`config.mk`:
```
export PLATFORM = sky130hd
export DESIGN_NAME = quad_position_ctrl_flat
export DESIGN_NICKNAME = d
export VERILOG_FILES = /design/src/rtl/quad_pkg.sv /design/src/rtl/quad_position_ctrl_if.sv /design/src/rtl/quad_step_decoder.sv /design/src/rtl/quad_position_ctrl.sv /design/src/flat_wrapper.sv
export SDC_FILE = /design/constraint.sdc
export NUM_CORES = 1
export LEC_CHECK = 0
export BUFFER_PORTS_ARGS = -buffer_cell sky130_fd_sc_hd__buf_4
export CAP_MARGIN = 20
export CORE_AREA = 2 2 115 95
export DETAILED_ROUTE_END_ITERATION = 8
export DIE_AREA = 0 0 117 97
export PLACE_DENSITY = 0.76
export SLEW_MARGIN = 0
export SYNTH_ARGS = -nofsm -noshare
export SYNTH_HDL_FRONTEND = slang
export SYNTH_SLANG_ARGS = --single-unit
```
`constraint.sdc`:
```
create_clock -name clk -period 4.1 [get_ports clk]
set_input_delay 0.41 -clock clk [delete_from_list [all_inputs] [get_ports clk]]
set_output_delay 0.41 -clock clk [all_outputs]
set_load 0.1 [all_outputs]
```
`src/rtl/quad_pkg.sv`:
```
// Shared types and defaults for the quadrature position controller.
package quad_pkg;

   localparam int unsigned POS_W_DEF         = 16;
   localparam int unsigned DEADBAND_DEF      = 2;
   localparam int unsigned STALL_CYCLES_DEF  = 1000000;
   localparam int unsigned SETTLE_CYCLES_DEF = 100000;

   typedef enum logic [1:0] {
      IDLE   = 2'd0,
      MOVE   = 2'd1,
      SETTLE = 2'd2,
      FAULT  = 2'd3
   } state_t;

   localparam logic STEP_UP = 1'b1;
   localparam logic STEP_DN = 1'b0;

   // Position of an {A,B} pair along the forward sequence 00 -> 10 -> 11 -> 01.
   function automatic logic [1:0] gray_idx(input logic [1:0] ab);
      logic [1:0] idx;
      case (ab)
         2'b00:   idx = 2'd0;
         2'b10:   idx = 2'd1;
         2'b11:   idx = 2'd2;
         default: idx = 2'd3;
      endcase
      return idx;
   endfunction

endpackage

```
`src/rtl/quad_position_ctrl_if.sv`:
```
// Target-command valid/ready channel into the position controller.
interface quad_position_ctrl_if #(
   parameter int unsigned POS_W = quad_pkg::POS_W_DEF
);
   logic             cmd_valid;
   logic             cmd_ready;
   logic [POS_W-1:0] cmd_target;

   modport master (output cmd_valid, output cmd_target, input cmd_ready);
   modport slave  (input cmd_valid, input cmd_target, output cmd_ready);
endinterface

```
`src/rtl/quad_step_decoder.sv`:
```
// Synchronises raw A/B and emits a one-cycle step strobe with its direction.
module quad_step_decoder
   import quad_pkg::*;
(
   input  logic clk,
   input  logic rst,
   input  logic a,
   input  logic b,
   output logic step,
   output logic step_up
);

   logic [1:0] sync1;
   logic [1:0] sync2;
   logic [1:0] hist;
   logic [1:0] diff;

   always_ff @(posedge clk or posedge rst) begin
      if (rst) begin
         sync1 <= '0;
         sync2 <= '0;
         hist  <= '0;
      end else begin
         sync1 <= {a, b};
         sync2 <= sync1;
         hist  <= sync2;
      end
   end

   // +1 along the sequence is forward, -1 reverse; a jump of 2 is illegal.
   always_comb begin
      diff    = gray_idx(sync2) - gray_idx(hist);
      step    = (diff == 2'd1) || (diff == 2'd3);
      step_up = (diff == 2'd1) ? STEP_UP : STEP_DN;
   end

endmodule

```
`src/rtl/quad_position_ctrl.sv`:
```
// Encoder-tracked position servo: move until inside the deadband, settle, verify.
module quad_position_ctrl
   import quad_pkg::*;
#(
   parameter int unsigned POS_W         = POS_W_DEF,
   parameter int unsigned DEADBAND      = DEADBAND_DEF,
   parameter int unsigned STALL_CYCLES  = STALL_CYCLES_DEF,
   parameter int unsigned SETTLE_CYCLES = SETTLE_CYCLES_DEF
) (
   input  logic                 clk,
   input  logic                 rst,
   input  logic                 A,
   input  logic                 B,
   quad_position_ctrl_if.slave  cmd,
   input  logic                 clear_fault,
   output logic                 motor_en,
   output logic                 motor_dir,
   output logic [POS_W-1:0]     position,
   output logic                 busy,
   output logic                 done,
   output logic                 fault
);

   localparam int unsigned STALL_W  = (STALL_CYCLES > 1) ? $clog2(STALL_CYCLES) : 1;
   localparam int unsigned SETTLE_W = (SETTLE_CYCLES > 1) ? $clog2(SETTLE_CYCLES) : 1;
   localparam logic [STALL_W-1:0]  STALL_LAST  = STALL_W'(STALL_CYCLES - 1);
   localparam logic [SETTLE_W-1:0] SETTLE_LAST = SETTLE_W'(SETTLE_CYCLES - 1);
   localparam logic [POS_W-1:0]    DB          = POS_W'(DEADBAND);

   state_t              state;
   state_t              state_nx;
   logic                step;
   logic                step_up;
   logic [POS_W-1:0]    target_q;
   logic [POS_W-1:0]    err;
   logic [POS_W-1:0]    abs_err;
   logic                on_target;
   logic                dir_fwd;
   logic                settle_end;
   logic [STALL_W-1:0]  stall_cnt;
   logic [SETTLE_W-1:0] settle_cnt;

   quad_step_decoder u_dec (
      .clk     (clk),
      .rst     (rst),
      .a       (A),
      .b       (B),
      .step    (step),
      .step_up (step_up)
   );

   // Modular difference read as signed gives the shortest way round the wrap.
   assign err        = target_q - position;
   assign abs_err    = err[POS_W-1] ? ('0 - err) : err;
   assign on_target  = (abs_err <= DB);
   assign dir_fwd    = !err[POS_W-1] && (err != '0);
   assign settle_end = (settle_cnt == SETTLE_LAST);

   assign cmd.cmd_ready = (state == IDLE);
   assign motor_en      = (state == MOVE);
   assign busy          = (state == MOVE) || (state == SETTLE);
   assign fault         = (state == FAULT);

   always_comb begin
      state_nx = state;
      case (state)
         IDLE:   if (cmd.cmd_valid) state_nx = MOVE;
         MOVE: begin
            if (on_target)                               state_nx = SETTLE;
            else if (!step && (stall_cnt == STALL_LAST)) state_nx = FAULT;
         end
         SETTLE: if (settle_end) state_nx = on_target ? IDLE : MOVE;
         FAULT:  if (clear_fault) state_nx = IDLE;
         default: state_nx = IDLE;
      endcase
   end

   always_ff @(posedge clk or posedge rst) begin
      if (rst) begin
         state      <= IDLE;
         position   <= '0;
         target_q   <= '0;
         motor_dir  <= 1'b0;
         done       <= 1'b0;
         stall_cnt  <= '0;
         settle_cnt <= '0;
      end else begin
         state <= state_nx;
         if (step) position <= (step_up == STEP_UP) ? position + 1'b1 : position - 1'b1;
         if ((state == IDLE) && cmd.cmd_valid) target_q <= cmd.cmd_target;
         if (state == MOVE) motor_dir <= dir_fwd;
         done       <= (state == SETTLE) && settle_end && on_target;
         stall_cnt  <= ((state != MOVE) || step) ? '0 : stall_cnt + 1'b1;
         settle_cnt <= ((state == SETTLE) && !settle_end) ? settle_cnt + 1'b1 : '0;
      end
   end

endmodule

```
`src/flat_wrapper.sv`:
```
// flat-port wrapper written by rule: the top's interface ports become plain ports
module quad_position_ctrl_flat import quad_pkg::*;
#(
   parameter int unsigned POS_W         = POS_W_DEF,
   parameter int unsigned DEADBAND      = DEADBAND_DEF,
   parameter int unsigned STALL_CYCLES  = STALL_CYCLES_DEF,
   parameter int unsigned SETTLE_CYCLES = SETTLE_CYCLES_DEF
)
  (clk, rst, A, B, clear_fault, motor_en, motor_dir, position, busy, done, fault, cmd_cmd_valid, cmd_cmd_target, cmd_cmd_ready);
  quad_position_ctrl_if #(.POS_W(POS_W)) cmd_i ();
  input  logic clk;
  input  logic rst;
  input  logic A;
  input  logic B;
  input  logic clear_fault;
  output logic motor_en;
  output logic motor_dir;
  output logic [POS_W-1:0] position;
  output logic busy;
  output logic done;
  output logic fault;
  input wire logic [$bits(cmd_i.cmd_valid)-1:0] cmd_cmd_valid;
  input wire logic [$bits(cmd_i.cmd_target)-1:0] cmd_cmd_target;
  output wire logic [$bits(cmd_i.cmd_ready)-1:0] cmd_cmd_ready;
  assign cmd_i.cmd_valid = cmd_cmd_valid;
  assign cmd_i.cmd_target = cmd_cmd_target;
  assign cmd_cmd_ready = cmd_i.cmd_ready;
  quad_position_ctrl #(.POS_W(POS_W), .DEADBAND(DEADBAND), .STALL_CYCLES(STALL_CYCLES), .SETTLE_CYCLES(SETTLE_CYCLES)) u_core (.clk(clk), .rst(rst), .A(A), .B(B), .cmd(cmd_i), .clear_fault(clear_fault), .motor_en(motor_en), .motor_dir(motor_dir), .position(position), .busy(busy), .done(done), .fault(fault));
endmodule
```
Word-level counts from Yosys, hierarchy flattened
Index checks and enable logic that the tools add are counted.
{"block": "word_totals", "regBits": 79, "latchBits": 0, "mem_bits_rw": 0, "mem_bits_ro": 0, "inputBits": 22, "out_inout_bits": 22, "word_cells": 65, "memories": 0}
{"block": "classes", "add_sub_neg": 7, "n_mul": 0, "div": 0, "order_cmp": 1, "n_eq_ne": 16, "shifts": 0, "mux": 14, "bitwise": 0, "n_reduce_logical": 17}
{"operator": "$mux W16", "count": 2}
{"operator": "$add A20 B1 Y20 const B", "count": 1}
{"operator": "$eq A20 B20 Y1 const B", "count": 1}
{"operator": "$mux W20", "count": 1}
{"operator": "$add A17 B1 Y17 const B", "count": 1}
{"operator": "$eq A17 B17 Y1 const B", "count": 1}
{"operator": "$mux W17", "count": 1}
{"operator": "$add A16 B1 Y16 const B", "count": 1}
{"operator": "$le A16 B2 Y1 const B", "count": 1}
{"operator": "$reduce_bool A16 Y1", "count": 1}
{"operator": "$sub A1 B16 Y16 const A", "count": 1}
{"operator": "$sub A16 B1 Y16 const B", "count": 1}
{"operator": "$sub A16 B16 Y16", "count": 1}
{"operator": "$eq A2 B2 Y1 const B", "count": 7}
{"operator": "$pmux W2 S3", "count": 2}
{"operator": "$mux W2", "count": 5}
{"operator": "$pmux W2 S4", "count": 1}
{"operator": "$logic_and A1 B1 Y1", "count": 6}
{"operator": "$logic_not A2 Y1", "count": 3}
{"operator": "$eq A2 B1 Y1 const B", "count": 2}
{"operator": "$ne A2 B1 Y1 const B", "count": 2}
{"operator": "$ne A2 B2 Y1 const B", "count": 2}
{"operator": "$reduce_and A4 Y1", "count": 1}
{"operator": "$logic_not A1 Y1", "count": 3}
{"operator": "other kinds (4)", "count": 7}

Longest topological paths before layout
{"block": "depth", "ltp_word": 10, "mapped_depth": 18, "ltp_nobuf": 18}

Cells and area by module
Synthesis repeated with hierarchy kept, for this count alone.
{"block": "unflattened", "hier_cells": 611, "area_unflattened_um2": 5585.4}
{"module": "quad_position_ctrl", "n_inst": 1, "cells_each": 589, "area_each_um2": 5315.1, "seq_area_each_um2": 1826.8}
{"module": "quad_step_decoder", "n_inst": 1, "cells_each": 22, "area_each_um2": 270.3, "seq_area_each_um2": 150.1}

Worst setup path after synthesis
Ideal clock, no wire load.
{"block": "synth_path", "path_kind": "register to register", "start": "reg u_core.position[0]", "end": "reg u_core.state[0]", "setup_time_ns": 0.099, "arrival_time_ns": 4.421, "t_required_ns": 4.001, "path_slack_ns": -0.420, "stages_incl_launch_ff": 14, "path_buffers": 0, "cell_sequence": "dfrtp_1 ha_1 fa_1 nand2b_2 a21o_1 a211oi_1 nand2_1 or3_4 or4_1 o21ai_0 a32oi_1 or4_4 o21ba_1 a311oi_1"}
{"block": "synth_between", "elab_chain_cells": 7}
{"element": "start: declaration", "line_no": "quad_position_ctrl.sv:18", "rtl": "output logic [POS_W-1:0] position,"}
{"element": "start signal: assignment", "line_no": "quad_position_ctrl.sv:89", "rtl": "if (step) position <= (step_up == STEP_UP) ? position + 1'b1 : position - 1'b1;"}
{"element": "$sub A16 B16 Y16 (*)", "line_no": "quad_position_ctrl.sv:53", "rtl": "assign err = target_q - position;"}
{"element": "$sub A1 B16 Y16", "line_no": "quad_position_ctrl.sv:54", "rtl": "assign abs_err = err[POS_W-1] ? ('0 - err) : err;"}
{"element": "$mux W16 (*)", "line_no": "quad_position_ctrl.sv:54"}
{"element": "$le A16 B2 Y1 (*)", "line_no": "quad_position_ctrl.sv:55", "rtl": "assign on_target = (abs_err <= DB);"}
{"element": "$mux W1", "line_no": "quad_position_ctrl.sv:72", "rtl": "SETTLE: if (settle_end) state_nx = on_target ? IDLE : MOVE;"}
{"element": "$mux W2", "line_no": "quad_position_ctrl.sv:72"}
{"element": "$pmux W2 S4", "line_no": "quad_position_ctrl.sv:66", "rtl": "case (state)"}
{"element": "end signal: assignment", "line_no": "quad_position_ctrl.sv:88", "rtl": "state <= state_nx;"}
{"element": "end: declaration", "line_no": "quad_position_ctrl.sv:30", "rtl": "state_t state;"}
Every way passes the cells marked *; elsewhere a longest branch is shown, timed or not. The select of a mux whose other input is x is not followed.
A chain may end at the register's enable or synchronous reset.

Worst setup path after layout
Ends and elaborated chain as after synthesis.

==> results.json <==
{
  "final_nets": 725,
  "cts_made_buffers": 9,
  "critical-path-slowest-cell": "or4b_1",
  "regToRegSetupSlack_ns": 0.11,
  "die_w_um": 117,
  "syn_nets": 661,
  "yosysWarnings": 0,
  "grt_max_degree": 47,
  "seq_area_frac_synth": 0.360,
  "rsz0062_at_grt": "true",
  "clock_path_buffers": 2,
  "status": "finished, final reports clean",
  "min_path_type": "in2reg",
  "die-area_um2": 11300,
  "syn_area_per_cell_um2": 9.19,
  "worst-path-buf-inv": 0,
  "track_usage": 0.233,
  "critPathRequiredTime_ns": 4.35,
  "async_reset_ff_frac": 1.00,
  "clock-skew-final_ns": 0.00538,
  "start_util": 0.542,
  "drc": 0,
  "clk_pin_slew_ns": 0.07,
  "worstSetupStartpointType": "flip-flop",
  "overflow": 0,
  "io_buffers": 43,
  "first_iter_violations": 369,
  "synthCells": 597,
  "critPathKind": "reg2reg",
  "post-route-period-util": 0.972,
  "reg2reg_depth": 13,
  "dp_cells": 785,
  "r2r_start": "u_core.position[0]",
  "crit_start": "u_core.position[0]",
  "root_buffer": "clkbuf_16",
  "cts_tree": "done",
  "maxCapViolations": 0,
  "gp_congestion": 0.859,
  "dpl.hpwl_um": 9450,
  "layout_min_cycle_time_ns": 3.99,
  "slowest_delay_ns": 0.55,
  "crit_end": "u_core.state[0]",
  "wl_per_cell_um": 15.9,
  "core_area_um2": 10100,
  "finalWirelength_um": 12800,
  "layout.cells.non_filler": 806,
  "cts_max_level": 3,
  "clock_latency_ns": 0.34,
  "worst_slew_pin_slew_ns": 0.920,
  "crit_chain": "ha_4, fa_2, nand2b_4, a21o_1, a211o_1, nand4_1, nand3b_1, or4b_1, o32a_1, a32o_1, or4_4, o21ba_1, a311oi_1",
  "grt_pass1_wl_um": 21200,
  "area_delta_synth_final_pct": 18.7,
  "cp_top_family": "simple AND/OR/NAND/NOR gates",
  "maxSlewHeadroom": 0.386,
  "fin_area_um2": 6510,
  "synthFlopType": "dfrtp_1",
  "cp_max_fo": 6,
  "cts_hold_buf": 0,
  "ys_ff_latch": 79,
  "synth-edff-count": 0,
  "fillCellCount": 813,
  "ys_types": 71,
  "hp-start": "A",
  "r2r_end": "u_core.state[0]",
  "drv_slew": 0,
  "core.rowCount": 33,
  "ios": 44,
  "hold_slack_ns": 0.174,
  "cts_sinks": 79,
  "ant_nets": 0,
  "netlist_area_um2": 5480,
  "grt_pass1_vias": 4431,
  "place_area_um2": 6100,
  "end_kind": "flip-flop",
  "antenna_found_initial": 0,
  "max_freq_ghz": 0.251,
  "setup_violations": 0,
  "cp_num_cells": 13,
  "drive_above_1_share": 0.219,
  "vias": 4735,
  "drtPass1Iterations": 4,
  "hold_viol": 0,
  "cp.arrival_ns": 4.23,
  "dieHeight_um": 97,
  "n_antenna_cell": 0,
  "via_per_inst": 5.87
}
## synthesized netlist by cell type (4+ instances only)
cell type / count / area (um^2)
or3_1: 11 / 68.8
nor3_1: 14 / 70.1
and2_1: 5 / 31.3
a211oi_1: 12 / 90.1
nand2_1: 35 / 131
nand4_1: 11 / 68.8
o31ai_1: 5 / 37.5
a21o_1: 8 / 60.1
and3_1: 9 / 56.3
nand2b_1: 6 / 37.5
nor4_1: 10 / 62.6
o211ai_1: 5 / 37.5
dfrtp_1: 79 / 1980
nor2_1: 60 / 225
o21ai_0: 26 / 130
o21a_1: 8 / 60.1
xnor2_1: 23 / 201
mux2_2: 18 / 203
a21oi_1: 25 / 125
ha_1: 40 / 500
o221ai_1: 4 / 35.0
nand3_1: 23 / 115
o21bai_1: 4 / 30.0
and4_1: 4 / 35.0
inv_1: 42 / 158
clkbuf_1: 9 / 33.8
xor2_1: 28 / 245
nor2b_1: 4 / 25.0
o22ai_1: 6 / 37.5
## worst min path at each step
| stage | endpoint | depth (start not counted) |
|---|---|---|
| final | u_core.u_dec.sync1[1] | 1 |
| after global routing | u_core.u_dec.sync1[0] | 1 |
| after CTS | u_core.u_dec.sync1[1] | 1 |
| after detailed placement | u_core.u_dec.sync2[1] | 0 |
| after global placement | u_core.u_dec.sync2[0] | 0 |
| after floorplan | u_core.u_dec.sync2[0] | 0 |
## kinds of logic after synthesis
group           share of synthesized area
buf+inv                            0.0379
compound gates                      0.174
simple gates                        0.202
flops                               0.360
fa+ha+maj                          0.0986
mux                                0.0424
xor+xnor                           0.0844
## layer usage
layer | share of wire | vias up | GRT usage
li1 | - | 2296 | -
met1 | 0.49 | 2304 | 0.338
met2 | 0.45 | 121 | 0.349
met3 | 0.044 | 14 | 0.0489
met4 | 0.016 | 0 | 0.0706
met5 | 0 | - | 0
## flip-flops by register name, indices dropped and copies added (netlist names)
signal,flops
u_core.state,2
u_core.u_dec.sync1,2
u_core.stall_cnt,20
u_core.motor_dir,1
u_core.settle_cnt,17
u_core.u_dec.hist,2
u_core.done,1
u_core.position,16
u_core.target_q,16
u_core.u_dec.sync2,2
## worst register-to-register path, stage by stage, from the launching register on
cell and delay (ns):
dfrtp_2 0.43, ha_4 0.18, fa_2 0.38, nand2b_4 0.17, a21o_1 0.24, a211o_1 0.34
nand4_1 0.10, nand3b_1 0.19, or4b_1 0.55, o32a_1 0.17, a32o_1 0.23, or4_4 0.51
o21ba_1 0.21, a311oi_1 0.19
## timing repair
action,in CTS,in global routing
endpoints found under the setup margin,0,5
setup buffers,0,5
resized for setup,0,13
## placed cells by master (no fill, tap or decap), types with 4 or more instances in the layout
| master | n |
|---|---|
| nor2b_1 | 4 |
| nand4_1 | 11 |
| nor2_1 | 60 |
| and3_1 | 9 |
| o31ai_1 | 5 |
| o211ai_1 | 5 |
| o21bai_1 | 4 |
| o22ai_1 | 6 |
| a21oi_1 | 22 |
| xor2_1 | 27 |
| xnor2_1 | 21 |
| inv_1 | 41 |
| clkbuf_16 | 9 |
| a21oi_2 | 4 |
| ha_1 | 37 |
| dfrtp_1 | 70 |
| o21ai_0 | 25 |
| nand2_1 | 35 |
| or3_1 | 11 |
| nor4_1 | 10 |
| and2_1 | 5 |
| a21o_1 | 8 |
| nand2b_1 | 6 |
| a211oi_2 | 4 |
| nor3_1 | 14 |
| mux2_2 | 18 |
| a211oi_1 | 9 |
| buf_4 | 65 |
| o221ai_1 | 4 |
| dfrtp_2 | 9 |
| and4_1 | 4 |
| nand3_1 | 23 |
| o21a_1 | 8 |
## stage by stage
stage	TNS [ns]	worst slack, ns	util
2_1_floorplan	0	0.0188	-
3_3_place_gp	0	0.131	0.603
3_5_place_dp	0	0.0421	0.603
4_1_cts	0	0.0145	0.634
5_1_grt	-0.0291	-0.0291	0.643
6_report	0	0.114	0.643
## cell type report
type | instances | area, um^2 | share of cell area
sequential | 79 | 1990 | 0.306
inverter | 42 | 158 | 0.0242
timing repair buffer | 65 | 488 | 0.0750
tap | 140 | 175 | 0.0269
clock buffer | 9 | 225 | 0.0346
multi-input combinational | 464 | 3390 | 0.521
clock inverter | 7 | 80.1 | 0.0123
Power is left out: the tool's default activity adds up to more than one toggle a clock period on the data nets, which glitch-free logic cannot reach.
